$ cat src/rtl/piso_serializer.sv
// rtl/piso_serializer.sv - parallel-in serial-out transmitter with valid/ready input and framed serial output
module piso_serializer #(
  parameter int WIDTH     = 8,
  parameter bit MSB_FIRST = 1'b1
) (
  input  logic             clk,
  input  logic             reset,
  input  logic             in_valid,
  output logic             in_ready,
  input  logic [WIDTH-1:0] in_data,
  output logic             ser_out,
  output logic             ser_valid,
  output logic             ser_last
);

  localparam int CW = $clog2(WIDTH);
  localparam logic [CW-1:0] LAST_CNT = CW'(WIDTH - 1);

  typedef enum logic {
    IDLE,
    SHIFT
  } state_t;

  state_t           state, state_nxt;
  logic [WIDTH-1:0] shreg, shreg_nxt;
  logic [CW-1:0]    cnt, cnt_nxt;
  logic             at_last;
  logic             accept;

  always_ff @(posedge clk) begin
    if (!reset) begin
      state <= IDLE;
      shreg <= '0;
      cnt   <= '0;
    end else begin
      state <= state_nxt;
      shreg <= shreg_nxt;
      cnt   <= cnt_nxt;
    end
  end

  // The last-bit cycle doubles as an accept slot so frames stream without gaps.
  always_comb begin
    state_nxt = state;
    shreg_nxt = shreg;
    cnt_nxt   = cnt;
    at_last   = (state == SHIFT) && (cnt == LAST_CNT);
    in_ready  = reset && ((state == IDLE) || at_last);
    accept    = in_valid && in_ready;
    if (accept) begin
      state_nxt = SHIFT;
      shreg_nxt = in_data;
      cnt_nxt   = '0;
    end else if (state == SHIFT) begin
      if (at_last) begin
        state_nxt = IDLE;
        shreg_nxt = '0;
        cnt_nxt   = '0;
      end else begin
        if (MSB_FIRST) begin
          shreg_nxt = {shreg[WIDTH-2:0], 1'b0};
        end else begin
          shreg_nxt = {1'b0, shreg[WIDTH-1:1]};
        end
        cnt_nxt = cnt + 1'b1;
      end
    end
  end

  // Outputs are gated by reset so they read 0 for the whole reset window.
  always_comb begin
    ser_valid = reset && (state == SHIFT);
    ser_last  = ser_valid && (cnt == LAST_CNT);
    ser_out   = reset && (MSB_FIRST ? shreg[WIDTH-1] : shreg[0]);
  end

endmodule

$ cat config.mk
export PLATFORM = sky130hd
export DESIGN_NAME = piso_serializer
export DESIGN_NICKNAME = d
export VERILOG_FILES = /design/src/rtl/piso_serializer.sv
export SDC_FILE = /design/constraint.sdc
export NUM_CORES = 1
export LEC_CHECK = 0
export ABC_AREA = 1
export CAP_MARGIN = 20
export CORE_AREA = 2 2 39 41
export CTS_CLUSTER_SIZE = 16
export DETAILED_ROUTE_END_ITERATION = 6
export DIE_AREA = 0 0 41 43
export GPL_ROUTABILITY_DRIVEN = 0
export MAX_ROUTING_LAYER = met4
export PLACE_DENSITY = 0.82
export SYNTH_ARGS = -nofsm -noshare
export SYNTH_HDL_FRONTEND = slang
export SYNTH_SLANG_ARGS = --single-unit
$ cat constraint.sdc
create_clock -name clk -period 2.1 [get_ports clk]
set_input_delay 0.42 -clock clk [delete_from_list [all_inputs] [get_ports clk]]
set_output_delay 0.42 -clock clk [all_outputs]
set_load 0.02 [all_outputs]
==> flow_summary.json, run 1 <==
{
  "fin_worst_skew_ns": 0.0004453,
  "cts_tree": "built",
  "worst_setup_path_end_kind": "output port",
  "core_region_area_sq_um": 1384,
  "synth-edff-count": 0,
  "fin_crit_ns": 1.872,
  "grt_antenna_before_repair": 0,
  "grt_pass1_vias": 542,
  "synth_seq_cells": 12,
  "wl_per_cell_um": 9.563,
  "reg2reg_depth": 10,
  "worstHoldPathCells": 2,
  "syn_avg_cell_area_sq_um": 6.668,
  "design_area_sq_um": 815.8,
  "routed_wl_um": 1224,
  "synth_ff_type": "dfxtp_1",
  "max_freq_ghz": 0.5342,
  "final-hold-violation-count": 0,
  "ys_types": 16,
  "reg2reg_slack_ns": 0.53,
  "grt_use_total_pct": 18.19,
  "path_max_fanout": 4,
  "start_util_pct": 43.85,
  "crit_arrival_ns": 1.45,
  "clkSinkCount": 12,
  "worstHoldStart": "cnt[1]",
  "grt-ovfl-total": 0,
  "clk_pin_slew_worst_paths_ns": 0.08,
  "fill_cells": 138,
  "synth_warnings": 0,
  "start_kind": "input pin",
  "grt_max_degree": 12,
  "fin_util_pct": 58.95,
  "status": "finished clean",
  "ant_nets": 0,
  "syn_inst": 91,
  "worst-path-buf-inv": 2,
  "worstMarginPinSlew_ns": 0.2102,
  "rsz0062_at_grt": "false",
  "crit_type": "input pin to output port",
  "drt_iter0_drc": 20,
  "ys_seq_area_share_pct": 39.59,
  "drt-vias-per-instance": 4.828,
  "cp_cell_sequence": "clkdlybuf4s50_1, nand2_1, nor2_1, dlygate4sd2_1",
  "port-buffer-count": 14,
  "die_w_um": 41,
  "setup_ws_ns": 0.2280,
  "path_delay_family": "buffers and inverters",
  "min_period_over_period_pct": 89.14,
  "slowest_stage": "clkdlybuf4s50_1",
  "place_worst_setup_slack_ns": -0.1066,
  "powerDensity_nw_per_um2": 633.2,
  "via_count": 618,
  "firstDrtPassIters": 4,
  "setup_viol": 0,
  "cts_buffers": 3,
  "antenna_cells": 0,
  "clock-root-buffer": "clkbuf_4",
  "synth_area_sq_um": 606.8,
  "hpwlAfterDp_um": 936.4,
  "die_height_um": 43,
  "slew_headroom_pct": 85.95,
  "yosys-top-cells-area": "dfxtp_1, nand2_1, nor2_1, nand4_1, inv_1",
  "cp-startpoint": "reset",
  "synth_common_cells": "nand2_1, nor2_1, dfxtp_1",
  "io_pins": 15,
  "cpPeakStageDelay_ns": 0.54,
  "synth_top_area_share_pct": 39.59,
  "cts_buffer_depth": 2,
  "nets": 126,
  "reg2reg_to": "shreg[6]",
  "dp_cells": 124,
  "drt_drc_violations_left": 0,
  "placed_area_sq_um": 788.3,
  "hold_class": "flip-flop to flip-flop",
  "grt_pass1_wl_um": 2145,
  "synthToLayoutAreaGrowth_pct": 34.43,
  "die_area_sq_um": 1763,
  "stdcell_count": 128,
  "drive_above_1_share_pct": 12.50,
  "yosysTopAreaCell": "dfxtp_1",
  "async_reset_ff_share_pct": 0,
  "power_mw": 0.5166,
  "ir_worst_vdd_uv": 350.9,
  "leakage_nw": 0.3970,
  "timing.rr.start": "cnt[0]",
  "post_cts_buffers": 0,
  "core.rowCount": 14,
  "synthMostInstantiatedCell": "nand2_1",
  "maxCapViolations": 0,
  "synth_nets": 104,
  "worstHoldEndpoint": "cnt[1]",
  "required_ns": 1.68,
  "htree_levels": 1,
  "cts_hold_buf": 0,
  "clkLatencyLatePin_ns": 0.26,
  "slew_viol_final": 0
}
flip-flops by register name, summed over array words and instances (netlist names):
name   cells
state      1
cnt        3
shreg      8
logic make-up after synthesis:
logic type | synth area share (%)
AND/OR/NAND/NOR | 40.00
AO/OA/AOI/OAI | 4.947
adder cells (fa/ha/maj) | 4.123
flip-flops | 39.59
buffers and inverters | 11.34
per-layer routing:
| metal | track usage, % | share of wire [%] | up-vias |
|---|---|---|---|
| met5 | - | 0 | - |
| met2 | 27.19 | 45 | 19 |
| li1 | - | - | 329 |
| met3 | 4.712 | 4.6 | 2 |
| met4 | 8.000 | 0.82 | 0 |
| met1 | 22.26 | 49 | 268 |
worst min-delay path, stage by stage (launching register included):
cell,delay [ns]
dfxtp_1,0.32
nand2_1,0.06
a21oi_1,0.05
cells in the final DEF, fill, tap and decap left out, drive strengths merged:
cell,instances
clkdlybuf4s50,10
buf,6
nor2,20
ha,2
dlygate4sd2,3
nand3,4
inv,12
or2,1
clkbuf,5
a21oi,5
o21ai,1
nand2,24
nand4,7
dfxtp,12
worst max path at each step:
stage               end  slack, ns  cells after the start
2_1_floorplan  in_ready       0.54                      6
3_3_place_gp   in_ready      -0.11                      4
3_5_place_dp   in_ready      -0.11                      4
4_1_cts        in_ready       0.10                      7
5_1_grt        ser_last       0.12                      4
6_report       ser_last       0.23                      4
where the power goes:
group,switching [mW],total [mW],internal [mW],leakage (nW)
Combinational,0.0477,0.0900,0.0423,0.278
Clock,0.0767,0.182,0.105,0.0210
Sequential,0.00601,0.245,0.239,0.0978
cell type report:
type | instances | area (sq um) | area share, %
Timing Repair Buffer | 20 | 176.4 | 21.63
Multi-Input combinational cell | 64 | 297.8 | 36.50
Sequential cell | 12 | 240.2 | 29.45
Clock buffer | 4 | 36.28 | 4.448
Inverter | 12 | 45.04 | 5.521
Tap cell | 16 | 20.02 | 2.454
stage by stage:
stage / hold slack [ns] / TNS [ns]
after floorplan: 0.4437 / 0
after global placement: 0.4540 / -0.1831
after detailed placement: 0.4682 / -0.1958
after CTS: 0.4801 / 0
after global routing: 0.5113 / 0
final: 0.4814 / 0
repair_timing:
item	CTS	global route
gates resized for setup	4	2
pin swaps	0	0
endpoints found under the setup margin	4	1
(Power assumes the default switching activity.)
==> run 2: changes to the inputs <==
CORE_AREA = unset   (was 2 2 39 41)
CORE_UTILIZATION = 32   (was unset)
DIE_AREA = unset   (was 0 0 41 43)
PLACE_DENSITY = 0.63   (was 0.82)
==> run 2 against run 1 <==
Sequential power about the same. Global-route usage decreased by 3.3 points. Highest routed layer unchanged. Critical path depth increased by 3. Sequential share of layout area decreased by 0.53 points. Combinational power increased by 1%. Critical path type is now flip-flop to output port. Die area increased by 18%. Flip-flop and latch count unchanged. Clock power decreased by 3%. Non-clock buffer count unchanged. Register-to-register slack about the same. Largest power group unchanged. Largest cell class unchanged. Critical endpoint is now in_ready. Setup slack got worse by 0.081 ns.
==> flow_summary.json, run 2 (synthesis results as in run 1) <==
{
  "worstMarginPinSlew_ns": 0.2175,
  "wl_per_cell_um": 9.343,
  "p_int_mw": 0.3868,
  "drive_above_1_share_pct": 11.61,
  "cts_hold_buf": 0,
  "ir_worst_vdd_uv": 529.6,
  "top_register": "shreg",
  "largest_registers": "shreg x8, cnt x3, state x1",
  "clock-root-buffer": "clkbuf_4",
  "placed_area_sq_um": 799.5,
  "register_area_sq_um": 240.2,
  "maxCapViolations": 0,
  "required_ns": 1.68,
  "reg2reg_depth": 10,
  "worstHoldPathCells": 2,
  "start_kind": "flip-flop",
  "stdcell_count": 137,
  "endpoint": "in_ready",
  "die_height_um": 45.55,
  "hold_class": "flip-flop to flip-flop",
  "finalHoldWorstSlack_ns": 0.4714,
  "p_sw_mw": 0.1252,
  "cp-startpoint": "cnt[0]",
  "drt_drc_violations_left": 0,
  "nets": 126,
  "core_region_area_sq_um": 1745,
  "ant_nets": 0,
  "p_clk_share_pct": 34.5,
  "htree_levels": 1,
  "pwr-share-seq_pct": 47.7,
  "largest_reg_flops": 8,
  "final_cell_mix": "nand2_1, nor2_1, dfxtp_1",
  "cts.repair.resized": 4,
  "post_cts_buffers": 0,
  "grt_antenna_before_repair": 0,
  "p_sw_share_pct": 24.46,
  "start_util_pct": 34.77,
  "layout_commonest_cell": "nand2_1",
  "power_mw": 0.5121,
  "final-hold-violation-count": 0,
  "worst_setup_path_end_kind": "output port",
  "grt_pass1_vias": 517,
  "fin_util_pct": 47.60,
  "synthToLayoutAreaGrowth_pct": 36.91,
  "dp_cells": 133,
  "crit_type": "flip-flop to output port",
  "max_freq_ghz": 0.5121,
  "rsz0062_at_grt": "false",
  "die_area_sq_um": 2074,
  "clk_pin_slew_worst_paths_ns": 0.07,
  "crit_arrival_ns": 1.53,
  "combPwrFrac_pct": 17.8,
  "leakage_nw": 0.3985,
  "fin_crit_ns": 1.953,
  "fill_cells": 187,
  "io_pins": 15,
  "setup_viol": 0,
  "die_w_um": 45.55,
  "reg2reg_to": "shreg[6]",
  "fin_setup_tns_ns": 0,
  "core.rowCount": 15,
  "antenna_cells": 0,
  "clkSinkCount": 12,
  "firstDrtPassIters": 2,
  "setup_ws_ns": 0.1474,
  "grt-ovfl-total": 0,
  "timing.rr.start": "cnt[0]",
  "design_area_sq_um": 830.8,
  "hpwlAfterDp_um": 955,
  "cts_tree": "built",
  "powerDensity_nw_per_um2": 616.4,
  "path_max_fanout": 3,
  "port-buffer-count": 14,
  "fin_worst_skew_ns": 0.0002593,
  "via_count": 604,
  "multi_input_area_sq_um": 297.8,
  "routed_wl_um": 1280,
  "cts_buffer_depth": 2,
  "grt_use_total_pct": 14.86,
  "slew_viol_final": 0,
  "cts_buffers": 3,
  "drt_iter0_drc": 2,
  "drt-vias-per-instance": 4.409,
  "grt_max_degree": 12,
  "min_period_over_period_pct": 92.98,
  "reg2reg_slack_ns": 0.53,
  "clkLatencyLatePin_ns": 0.26,
  "place_worst_setup_slack_ns": -0.07232,
  "grt_pass1_wl_um": 2118,
  "slew_headroom_pct": 85.56,
  "status": "finished clean"
}
[run 2: changes by cell type in the layout (fill, tap and decap cells not counted)]
cell           before  now
dlygate4sd2_1       3    4
clkbuf_2            1    0
[run 2: worst min-delay path by stage]
stage	from	end	slack, ns
finish	cnt[2]	cnt[2]	0.47
global route	cnt[2]	cnt[2]	0.49
CTS	cnt[2]	cnt[2]	0.48
detailed placement	cnt[2]	cnt[2]	0.47
global placement	cnt[1]	cnt[1]	0.45
floorplan	cnt[1]	cnt[1]	0.44
[run 2: power groups by stage]
stage          Clock (mW)  Combinational (mW)  Sequential, mW
2_1_floorplan           0              0.0526           0.249
3_3_place_gp            0              0.0928           0.250
3_5_place_dp            0              0.0932           0.250
4_1_cts             0.188              0.0915           0.245
5_1_grt             0.201               0.101           0.246
6_report            0.177              0.0909           0.244
[run 2: area by class of cell]
cell class | count | area share (%)
Multi-Input combinational cell | 64 | 35.84
Inverter | 12 | 5.422
Timing Repair Buffer | 20 | 21.69
Tap cell | 25 | 3.765
Sequential cell | 12 | 28.92
Clock buffer | 4 | 4.367
[run 2: metal layers]
layer,track usage (%),part of all wire (%),vias up
li1,-,-,328
met1,15.83,51,263
met2,24.57,44,11
met3,4.762,3.9,2
met4,7.273,0.78,0
met5,-,0,-
[run 2: worst max-delay path, cell delays in order, from the launching register on]
cell and delay (ns):
dfxtp_1 0.35, ha_1 0.16, ha_1 0.14, inv_1 0.06, nand2_2 0.06, inv_1 0.05
nor2_1 0.11, dlygate4sd2_1 0.34
